[src/rtl/multicycle_control_pkg.sv]
// Shared definitions for the multi-cycle MIPS main control: opcodes,
// 4-bit state encodings, datapath mux codes and small opcode helpers.
package multicycle_control_pkg;

    typedef enum logic [3:0] {
        ST_IDLE    = 4'd0,
        ST_FETCH   = 4'd1,
        ST_DECODE  = 4'd2,
        ST_MEMADR  = 4'd3,
        ST_MEMRD   = 4'd4,
        ST_MEMWB   = 4'd5,
        ST_MEMWR   = 4'd6,
        ST_RTEXE   = 4'd7,
        ST_MULWAIT = 4'd8,
        ST_RTWB    = 4'd9,
        ST_BEQ     = 4'd10,
        ST_JUMP    = 4'd11,
        ST_IEXE    = 4'd12,
        ST_IWB     = 4'd13
    } state_t;

    localparam logic [5:0] OP_RTYPE = 6'b000000;
    localparam logic [5:0] OP_LW    = 6'b100011;
    localparam logic [5:0] OP_SW    = 6'b101011;
    localparam logic [5:0] OP_BEQ   = 6'b000100;
    localparam logic [5:0] OP_J     = 6'b000010;
    localparam logic [5:0] OP_ADDI  = 6'b001000;
    localparam logic [5:0] OP_ANDI  = 6'b001100;
    localparam logic [5:0] OP_SLTI  = 6'b001010;

    localparam logic [1:0] SRCB_RT     = 2'b00;
    localparam logic [1:0] SRCB_FOUR   = 2'b01;
    localparam logic [1:0] SRCB_IMM    = 2'b10;
    localparam logic [1:0] SRCB_IMMSH2 = 2'b11;

    localparam logic [1:0] PCSRC_ALU    = 2'b00;
    localparam logic [1:0] PCSRC_ALUOUT = 2'b01;
    localparam logic [1:0] PCSRC_JUMP   = 2'b10;

    localparam logic [1:0] IMM_NONE = 2'b00;
    localparam logic [1:0] IMM_ADDI = 2'b01;
    localparam logic [1:0] IMM_ANDI = 2'b10;
    localparam logic [1:0] IMM_SLTI = 2'b11;

    // immedateop code for an I-type ALU opcode; IMM_NONE for anything else
    function automatic logic [1:0] imm_kind(input logic [5:0] op);
        case (op)
            OP_ADDI: imm_kind = IMM_ADDI;
            OP_ANDI: imm_kind = IMM_ANDI;
            OP_SLTI: imm_kind = IMM_SLTI;
            default: imm_kind = IMM_NONE;
        endcase
    endfunction

    // true for every opcode this controller can sequence
    function automatic logic is_supported(input logic [5:0] op);
        case (op)
            OP_RTYPE, OP_LW, OP_SW, OP_BEQ, OP_J,
            OP_ADDI, OP_ANDI, OP_SLTI: is_supported = 1'b1;
            default:                   is_supported = 1'b0;
        endcase
    endfunction

endpackage

[src/rtl/mul_stall_counter.sv]
// Down-counter that times the MULWAIT stall. It is loaded with the number
// of extra EXE cycles; 'last' flags the final stall cycle, i.e. the cycle
// whose decrement brings the count to zero.
module mul_stall_counter #(
    parameter int W = 3
) (
    input  logic         clk,
    input  logic         rst_n,
    input  logic         load,
    input  logic [W-1:0] load_value,
    input  logic         dec,
    output logic         last
);

    logic [W-1:0] count;

    // load has priority; decrement saturates at zero
    always_ff @(posedge clk or negedge rst_n) begin
        if (!rst_n) begin
            count <= '0;
        end else if (load) begin
            count <= load_value;
        end else if (dec && (count != '0)) begin
            count <= count - W'(1);
        end
    end

    assign last = (count == W'(1));

endmodule

[src/rtl/multicycle_control.sv]
// Moore main-control FSM for the multi-cycle MIPS datapath. Steps each
// instruction through fetch/decode/execute/memory/writeback and stalls in
// EXE for the multi-cycle multiply (funct[3:0] == 4'b1111).
module multicycle_control
    import multicycle_control_pkg::*;
#(
    parameter int MUL_CYCLES = 4
) (
    input  logic       clk,
    input  logic       rst_n,
    input  logic [5:0] opcode,
    input  logic [5:0] funct,
    input  logic       zero,
    output logic       pcwrite,
    output logic       pcwritecond,
    output logic       iord,
    output logic       memread,
    output logic       memwrite,
    output logic       irwrite,
    output logic       memtoreg,
    output logic       regdst,
    output logic       regwrite,
    output logic       alusrca,
    output logic [1:0] alusrcb,
    output logic [1:0] pcsource,
    output logic       aluop1,
    output logic       aluop0,
    output logic [1:0] immedateop,
    output logic       instr_done,
    output logic       illegal_op
);

    localparam int CNT_W     = $clog2(MUL_CYCLES) + 1;
    localparam bit MUL_STALL = (MUL_CYCLES > 1);

    state_t     state_q, state_d;
    logic [1:0] imm_q, imm_d;
    logic       is_mul;
    logic       cnt_load, cnt_dec, cnt_last;

    // zero gates the PC load in the datapath and only the low funct bits
    // select mul, so these inputs are intentionally not consumed here
    logic unused_inputs;
    assign unused_inputs = ^{funct[5:4], zero};

    assign is_mul   = (funct[3:0] == 4'b1111);
    assign cnt_load = MUL_STALL && (state_q == ST_RTEXE) && is_mul;
    assign cnt_dec  = (state_q == ST_MULWAIT);

    mul_stall_counter #(
        .W (CNT_W)
    ) u_mul_cnt (
        .clk        (clk),
        .rst_n      (rst_n),
        .load       (cnt_load),
        .load_value (CNT_W'(MUL_CYCLES - 1)),
        .dec        (cnt_dec),
        .last       (cnt_last)
    );

    // state and latched immediate kind; reset aborts any instruction
    always_ff @(posedge clk or negedge rst_n) begin
        if (!rst_n) begin
            state_q <= ST_IDLE;
            imm_q   <= IMM_NONE;
        end else begin
            state_q <= state_d;
            imm_q   <= imm_d;
        end
    end

    // next-state decode; the immediate kind is captured in DECODE so that
    // immedateop stays a function of registered state in IEXE/IWB
    always_comb begin
        state_d = ST_FETCH;
        imm_d   = imm_q;
        case (state_q)
            ST_IDLE:   state_d = ST_FETCH;
            ST_FETCH:  state_d = ST_DECODE;
            ST_DECODE: begin
                imm_d = imm_kind(opcode);
                case (opcode)
                    OP_RTYPE:                  state_d = ST_RTEXE;
                    OP_LW, OP_SW:              state_d = ST_MEMADR;
                    OP_BEQ:                    state_d = ST_BEQ;
                    OP_J:                      state_d = ST_JUMP;
                    OP_ADDI, OP_ANDI, OP_SLTI: state_d = ST_IEXE;
                    default:                   state_d = ST_FETCH;
                endcase
            end
            ST_MEMADR:  state_d = (opcode == OP_SW) ? ST_MEMWR : ST_MEMRD;
            ST_MEMRD:   state_d = ST_MEMWB;
            ST_RTEXE:   state_d = (MUL_STALL && is_mul) ? ST_MULWAIT : ST_RTWB;
            ST_MULWAIT: state_d = cnt_last ? ST_RTWB : ST_MULWAIT;
            ST_IEXE:    state_d = ST_IWB;
            default:    state_d = ST_FETCH;
        endcase
    end

    // Moore output decode; illegal_op is the one flag qualified by opcode
    always_comb begin
        pcwrite     = 1'b0;
        pcwritecond = 1'b0;
        iord        = 1'b0;
        memread     = 1'b0;
        memwrite    = 1'b0;
        irwrite     = 1'b0;
        memtoreg    = 1'b0;
        regdst      = 1'b0;
        regwrite    = 1'b0;
        alusrca     = 1'b0;
        alusrcb     = SRCB_RT;
        pcsource    = PCSRC_ALU;
        aluop1      = 1'b0;
        aluop0      = 1'b0;
        immedateop  = IMM_NONE;
        instr_done  = 1'b0;
        illegal_op  = 1'b0;
        case (state_q)
            ST_FETCH: begin
                memread = 1'b1;
                irwrite = 1'b1;
                alusrcb = SRCB_FOUR;
                pcwrite = 1'b1;
            end
            ST_DECODE: begin
                alusrcb    = SRCB_IMMSH2;
                illegal_op = !is_supported(opcode);
            end
            ST_MEMADR: begin
                alusrca = 1'b1;
                alusrcb = SRCB_IMM;
            end
            ST_MEMRD: begin
                memread = 1'b1;
                iord    = 1'b1;
            end
            ST_MEMWB: begin
                regwrite   = 1'b1;
                memtoreg   = 1'b1;
                instr_done = 1'b1;
            end
            ST_MEMWR: begin
                memwrite   = 1'b1;
                iord       = 1'b1;
                instr_done = 1'b1;
            end
            ST_RTEXE, ST_MULWAIT: begin
                alusrca = 1'b1;
                alusrcb = SRCB_RT;
                aluop1  = 1'b1;
            end
            ST_RTWB: begin
                regwrite   = 1'b1;
                regdst     = 1'b1;
                instr_done = 1'b1;
            end
            ST_BEQ: begin
                alusrca     = 1'b1;
                alusrcb     = SRCB_RT;
                aluop0      = 1'b1;
                pcwritecond = 1'b1;
                pcsource    = PCSRC_ALUOUT;
                instr_done  = 1'b1;
            end
            ST_JUMP: begin
                pcwrite    = 1'b1;
                pcsource   = PCSRC_JUMP;
                instr_done = 1'b1;
            end
            ST_IEXE: begin
                alusrca    = 1'b1;
                alusrcb    = SRCB_IMM;
                immedateop = imm_q;
            end
            ST_IWB: begin
                regwrite   = 1'b1;
                immedateop = imm_q;
                instr_done = 1'b1;
            end
            default: ;
        endcase
    end

endmodule

[config.mk]
export PLATFORM = sky130hd
export DESIGN_NAME = multicycle_control
export DESIGN_NICKNAME = d
export VERILOG_FILES = /design/src/rtl/multicycle_control_pkg.sv /design/src/rtl/mul_stall_counter.sv /design/src/rtl/multicycle_control.sv
export SDC_FILE = /design/constraint.sdc
export NUM_CORES = 1
export LEC_CHECK = 0
export ABC_CLOCK_PERIOD_IN_PS = 1800
export CAP_MARGIN = 25
export CORE_UTILIZATION = 42
export DETAILED_ROUTE_END_ITERATION = 12
export GPL_TIMING_DRIVEN = 0
export PLACE_DENSITY_LB_ADDON = 0.1
export SLEW_MARGIN = 20
export SYNTH_ARGS = -nofsm -noshare
export SYNTH_HDL_FRONTEND = slang
export SYNTH_HIERARCHICAL = 1
export SYNTH_SLANG_ARGS = --single-unit
export TNS_END_PERCENT = 1
[constraint.sdc]
create_clock -name clk -period 1.8 [get_ports clk]
set_input_delay 0.36 -clock clk [delete_from_list [all_inputs] [get_ports clk]]
set_output_delay 0.36 -clock clk [all_outputs]
set_load 0.02 [all_outputs]
## After elaboration in Yosys (flattened, before gate mapping)

Index checks and enable logic that the tools add are counted.

- Muxes and demuxes: 26
- Eq/ne operators: 22
- Reduce and logical (&&, ||, !) cells: 18
- Add/subtract/negate cells: 1

Operators by type and width:

| cell | count |
|---|---|
| $eq 4x4->1 const B | 7 |
| $pmux 4 s7 | 1 |
| $pmux 4 s5 | 1 |
| $eq 6x4->1 const B | 3 |
| $mux 1 | 17 |
| $eq 4x3->1 const B | 4 |
| $reduce_or 2->1 | 7 |
| $eq 6x6->1 const B | 2 |
| $pmux 2 s3 | 2 |
| $eq 4x2->1 const B | 2 |
| $reduce_or 8->1 | 1 |
| $eq 6x2->1 const B | 1 |
| $eq 6x3->1 const B | 1 |
| $logic_not 6->1 | 1 |
| $mux 3 | 2 |
| $reduce_or 3->1 | 2 |
| $reduce_or 6->1 | 1 |
| $reduce_or 5->1 | 1 |
| $eq 4x1->1 const B | 1 |
| $mux 2 | 2 |
| $pmux 2 s2 | 1 |
| $eq 3x1->1 const B | 1 |
| $reduce_bool 3->1 | 1 |
| $sub 3x1->3 const B | 1 |
| other kinds (3) | 4 |

- Bits in registers: 9
- Logic and storage cells: 70

## Longest topological paths before layout

Gate-level depths: netlist of the first run.

- Depth in word-level cells: 6
- Gate-level depth with buffers: 7
- Gate-level depth less buffers: 6

## Cells and area by module

The synthesis of the first run kept the hierarchy.

Modules (own cells, without submodules):

| module | times used | sequential area each (um2) | cells an instance | area each (um2) |
|---|---|---|---|---|
| multicycle_control | 1 | 150.1 | 86 | 648.1 |
| mul_stall_counter | 1 | 75.1 | 24 | 221.5 |

## Least setup slack after synthesis of the first run

OpenSTA, ideal clock, no wires.

- Path type: reg-to-output
- Start point: reg state_q[0]
- End point: out illegal_op
- Required time: 1.440 ns
- Cell stages (with the launch flop): 5
- Setup slack: -0.230 ns
- Data arrival time: 1.670 ns
- Path buffers: 2
- Cells stage by stage: dfrtp_1 buf_6 or4b_4 buf_6 nor3b_1

- Longest elaborated chain between the ends: 2

Ends and longest elaborated chain:

| item | line | source |
|---|---|---|
| from (decl) | multicycle_control.sv:36 | `state_t state_q, state_d;` |
| from (signal assigned) | multicycle_control.sv:67 | `state_q <= state_d;` |
| $eq 4x2->1 | multicycle_control.sv:119 | `case (state_q)` |
| $mux 1 | multicycle_control.sv:119 |  |
| to (decl) | multicycle_control.sv:30 | `output logic illegal_op` |

Every way passes these cells.

## Worst setup path in the final report of the first run

Same ends and word-level chain as after synthesis.

==> impl_metrics.json, run 1 <==
{
  "outcome": "finished with violations",
  "failed_checks": "negative setup slack",
  "clkPwrFrac_pct": 9.0,
  "antenna_found_initial": 0,
  "internal_power_uw": 936,
  "final_util_pct": 65.8,
  "cts_tree": "built",
  "via_per_inst": 5.38,
  "ys_types": 46,
  "cp.depth": 4,
  "crit_fanout": 7,
  "cts_made_buffers": 3,
  "power_uw": 1790,
  "drc": 0,
  "io_pins": 35,
  "rr_worst_depth": 5,
  "powerDensity_nw_per_um2": 1380,
  "final_antenna_net_count": 0,
  "gp_congestion": 0.745,
  "synth_cells": 110,
  "yosysWarnings": 6,
  "cts_hold_buf": 0,
  "cts_buffer_depth": 2,
  "max_stage_delay_ps": 500,
  "start_util_pct": 44.3,
  "clock.fmax_mhz": 502,
  "grt_max_degree": 11,
  "htreeDepth": 1,
  "syn_area_um2": 870,
  "worstSkewPairLatency_ps": 270,
  "antenna_cells": 0,
  "seq_power_share_pct": 18.9,
  "reg2reg_to": "state_q[0]",
  "cap_violations": 0,
  "swShare_pct": 47.6,
  "dpl.hpwl_mm": 1.63,
  "r2r_slack_ps": 50,
  "endpoint_kind": "output port",
  "synth_edf_count": 0,
  "grt_pass1_wl_mm": 3.46,
  "hold_ws_ps": 399,
  "worst_slack_ps": -191,
  "worstSetupEndpoint": "illegal_op",
  "synth-async-reset-ratio_pct": 100,
  "worst_path_dominant_cell_family": "simple AND/OR/NAND/NOR gates",
  "mostFrequentLayoutCells": "12 x nand2_1, 11 x buf_2, 10 x buf_4, 10 x nor2_1",
  "required_ps": 1440,
  "hold_class": "in -> async",
  "drive_above_1_share_pct": 42.6,
  "post-route-period-util_pct": 111,
  "worstPathArrival_ps": 1630,
  "io_buffer_count": 30,
  "hold_viol": 0,
  "grt_overflow": 0,
  "start_kind": "flip-flop",
  "path_class": "reg -> out",
  "p_comb_share_pct": 72.1,
  "die_w_um": 47.5,
  "p_switching_uw": 850,
  "worstReg2RegStart": "u_mul_cnt/count[0]",
  "ys_ff_latch": 9,
  "area_growth_pct": 48.5,
  "setup_viol": 3,
  "final_common_cell": "nand2_1",
  "rsz0062_at_grt": "yes",
  "seq_area_frac_synth_pct": 25.9,
  "routed_wirelength_mm": 2.30,
  "die_y_um": 47.5,
  "tns_ps": -298,
  "leakagePower_uw": 0.000578,
  "cts.clk_slew.worst_paths_ps": 70,
  "die_area_um2": 2260,
  "routedWlPerCell_um": 13.1,
  "irDropWorstVdd_v": 0.000811,
  "drtPass1Iterations": 4,
  "drt_iter0_markers": 16,
  "fin_worst_skew_ps": 6.92,
  "crit_chain": "buf_6 -> or4b_4 -> nor3b_2 -> buf_4",
  "nets": 167,
  "first_global_vias": 839,
  "slowest_stage": "or4b_4",
  "fin_crit_ps": 1990,
  "grt_usage_pct": 21.6,
  "core_area_um2": 1960,
  "cts.sinks": 9,
  "critPathLaunch": "state_q[0]",
  "synth_flop_cell": "dfrtp_1",
  "syn_area_per_cell_um2": 7.91,
  "slew_violations": 0,
  "cts_root_buf": "clkbuf_4",
  "rows": 16,
  "crit_buf_inv": 2,
  "vias": 941,
  "place_ws_ps": -967
}
## cells in the mapped netlist (2+ instances only)
cell       n  area share [%]
buf_2      2             1.2
nor3b_1    2             1.7
o21ai_0    2             1.2
and3_1     2             1.4
o31ai_1    2             1.7
nor3_1     5             2.9
buf_4      2             1.7
clkbuf_1   4             1.7
nand2b_1   6             4.3
xnor2_1    2             2.0
nor2b_1    2             1.4
nor2_1    12             5.2
a21oi_1    3             1.7
inv_1      3             1.3
conb_1     2            0.86
ha_1       3             4.3
o22ai_1    2             1.4
o31ai_2    2             2.9
nand2_1   12             5.2
buf_6      2             2.6
dfrtp_1    9              26
or4_1      2             1.7
nand3_1    4             2.3
## state kept, by name, summed over array words and instances (netlist names)
name and cells:
imm_q 2, state_q 4, u_mul_cnt/count 3
## power groups by stage
| stage | Sequential, uW | Clock (uW) | Combinational, uW |
|---|---|---|---|
| after detailed placement | 330 | 0 | 1200 |
| after floorplan | 316 | 0 | 790 |
| after CTS | 335 | 167 | 1170 |
| after global placement | 325 | 0 | 1170 |
| after global routing | 346 | 174 | 1390 |
| final | 338 | 161 | 1290 |
## metal layers
metal  global-route usage, %  wire [um]
met3                    6.04         95
met1                    24.2        987
met4                    4.57         26
met5                       0          0
met2                    40.3       1190
## what timing repair did
item                                   4_1_cts  5_1_grt
setup endpoints to repair                   20       19
pin swaps                                    3        3
buffers inserted                             1        3
gates resized for setup                     97       25
endpoints found under the hold margin        0        0
## stage by stage
step,instances,area (um2)
finish,175,1290
global route,175,1290
CTS,172,1260
detailed placement,168,1220
global placement,168,1220
floorplan,111,885
## layout make-up
class                           count  area (um2)
Buffer                              9        78.8
Tap cell                           27        33.8
Clock inverter                      1        5.00
Clock buffer                        3        22.5
Sequential cell                     9         228
Timing Repair Buffer               34         249
Multi-Input combinational cell     89         663
Inverter                            3        11.3
Fill cell                         191         671
## worst min-delay path by stage
stage                   from    endpoint  slack [ps]  depth (start not counted)
finish                 rst_n  state_q[0]         400                          1
global route           rst_n  state_q[0]         430                          1
CTS                    rst_n  state_q[0]         400                          1
detailed placement  imm_q[0]    imm_q[0]         470                          2
global placement    imm_q[1]    imm_q[1]         460                          2
floorplan              rst_n    imm_q[0]          60                          0
## kinds of logic after synthesis
group	after synthesis	synth area share, %
compound gates	25	22.2
xor+xnor	2	2.01
fa+ha+maj	4	5.47
buf+inv	13	8.49
flops	9	25.9
mux	1	1.15
other cells	2	0.864
simple gates	54	34.0
Note: power is estimated with default switching activity, not from simulation.
==> inputs of run 2 (changes only) <==
Settings changed: ABC_CLOCK_PERIOD_IN_PS 1800 to 2200.
Clock period 1.8 ns to 2.2 ns, I/O delays scaled along.
==> run 2 against run 1 <==
  * The flow still finishes with violations (negative setup slack)
  * Routed wire length decreased by 4.1%
  * Cell area fell by 1.6%
  * Largest cell class unchanged
  * Critical endpoint unchanged
  * Largest power group unchanged
  * Total power is 25% lower
  * Final cell count down 1.7%
  * Die area unchanged
  * Sequential power decreased by 20%
  * Via count fell by 2.9%
==> impl_metrics.json, run 2 (same netlist as run 1, synthesis figures left out) <==
{
  "die_y_um": 47.5,
  "fin_worst_skew_ps": 4.04,
  "setup_viol": 1,
  "worst_slack_ps": -24.8,
  "tns_ps": -24.8,
  "outcome": "finished with violations",
  "grt_max_degree": 11,
  "grt_usage_pct": 21.3,
  "drt_iter0_markers": 29,
  "rr_worst_depth": 5,
  "via_per_inst": 5.31,
  "worstSkewPairLatency_ps": 270,
  "antenna_cells": 0,
  "cts.sinks": 9,
  "rows": 16,
  "io_pins": 35,
  "area_growth_pct": 46.0,
  "path_class": "in -> out",
  "power_uw": 1340,
  "final_antenna_net_count": 0,
  "first_global_vias": 754,
  "start_kind": "primary input",
  "antenna_found_initial": 0,
  "slew_violations": 0,
  "leakagePower_uw": 0.000654,
  "failed_checks": "negative setup slack",
  "vias": 914,
  "postCtsSetupBuffers": 0,
  "fill_cells": 199,
  "clock.fmax_mhz": 449,
  "r2r_slack_ps": 440,
  "required_ps": 1760,
  "powerDensity_nw_per_um2": 1060,
  "nets": 164,
  "io_buffer_count": 30,
  "reg2reg_to": "state_q[0]",
  "dpl.hpwl_mm": 1.67,
  "final_util_pct": 64.7,
  "core_area_um2": 1960,
  "die_w_um": 47.5,
  "seq_area_um2": 225,
  "dp.cells": 168,
  "die_area_um2": 2260,
  "endpoint_kind": "output port",
  "grt_pass1_wl_mm": 3.32,
  "largestRegisters": "state_q: 4 flops, u_mul_cnt/count: 3 flops, imm_q: 2 flops",
  "start_util_pct": 44.3,
  "mostFrequentLayoutCells": "12 x nand2_1, 12 x dlygate4sd2_1, 11 x nor2_1",
  "drive_above_1_share_pct": 23.4,
  "cts_hold_buf": 0,
  "worstReg2RegStart": "u_mul_cnt/count[0]",
  "rsz0062_at_grt": "yes",
  "cts_tree": "built",
  "drc": 0,
  "largest_reg_flops": 4,
  "crit_fanout": 6,
  "gp_congestion": 0.775,
  "post-route-period-util_pct": 101,
  "fin_crit_ps": 2220,
  "irDropWorstVdd_v": 0.000642,
  "placed_cell_area_um2": 1210,
  "hold_viol": 0,
  "cap_violations": 0,
  "worstPathArrival_ps": 1780,
  "hold_class": "in -> async",
  "cts_made_buffers": 3,
  "final_area_um2": 1270,
  "multiInputGateArea_um2": 621,
  "htreeDepth": 1,
  "cts_root_buf": "clkbuf_4",
  "cts_buffer_depth": 2,
  "routedWlPerCell_um": 12.8,
  "top_register": "state_q",
  "drtPass1Iterations": 4,
  "grt_overflow": 0,
  "cts.clk_slew.worst_paths_ps": 70,
  "final_cells": 172,
  "routed_wirelength_mm": 2.20
}
==> run 2: cell count changes in the layout (fill, tap and decap cells not counted), moves of 4 or more <==
cell / change
dlygate4sd2_1: +11
buf_2: -8
buf_4: -5
dlymetal6s2s_1: +5
clkbuf_2: -4
==> run 2: timing repair <==
| item | in CTS | in global routing |
|---|---|---|
| gates resized for setup | 35 | 19 |
| pin swaps | 0 | 1 |
| endpoints found under the setup margin | 15 | 8 |
| gates cloned | 0 | 0 |
==> run 2: metal layers <==
metal  track usage [%]  vias to the layer above  routed length, um
li1                  -                      458                  -
met1              26.9                      434                999
met2              35.9                       20               1110
met3              5.66                        2                 83
met4              5.14                        0                 10
met5                 0                        -                  0
==> run 2: how the worst max path moves through the flow <==
stage / startpoint / end / slack (ps) / cells after the start
global route: state_q[0] / illegal_op / -90 / 5
global placement: opcode[1] / illegal_op / -640 / 5
finish: opcode[3] / illegal_op / -20 / 5
floorplan: state_q[0] / illegal_op / 90 / 4
CTS: state_q[2] / aluop1 / -250 / 4
detailed placement: opcode[3] / illegal_op / -710 / 5
==> run 2: power by group <==
| part | internal [uW] | switching [uW] | total (uW) |
|---|---|---|---|
| combinational | 393 | 546 | 938 |
| clock | 67.3 | 68.4 | 136 |
| sequential | 225 | 44.8 | 270 |
| total | 685 | 659 | 1340 |
==> run 2: stage by stage <==
stage / hold WS, ps / setup WS, ps
2_1_floorplan: 144 / 90.0
3_3_place_gp: 464 / -644
3_5_place_dp: 477 / -706
4_1_cts: 492 / -246
5_1_grt: 516 / -86.9
6_report: 484 / -24.8
==> run 2: area by class of cell <==
| type | instances | area share (%) |
|---|---|---|
| plain buffers | 10 | 5.71 |
| clock buffers | 3 | 1.77 |
| clock inverters | 1 | 0.394 |
| inverters | 3 | 0.887 |
| multi-input cells | 89 | 48.9 |
| flip-flops and latches | 9 | 17.7 |
| well taps | 27 | 2.66 |
| repair buffers | 30 | 22.0 |
==> run 2: critical path, stage by stage <==
cell,delay [ps]
dlygate4sd2_1,290
or4_4,570
a211oi_4,250
nor3b_2,70
buf_4,160
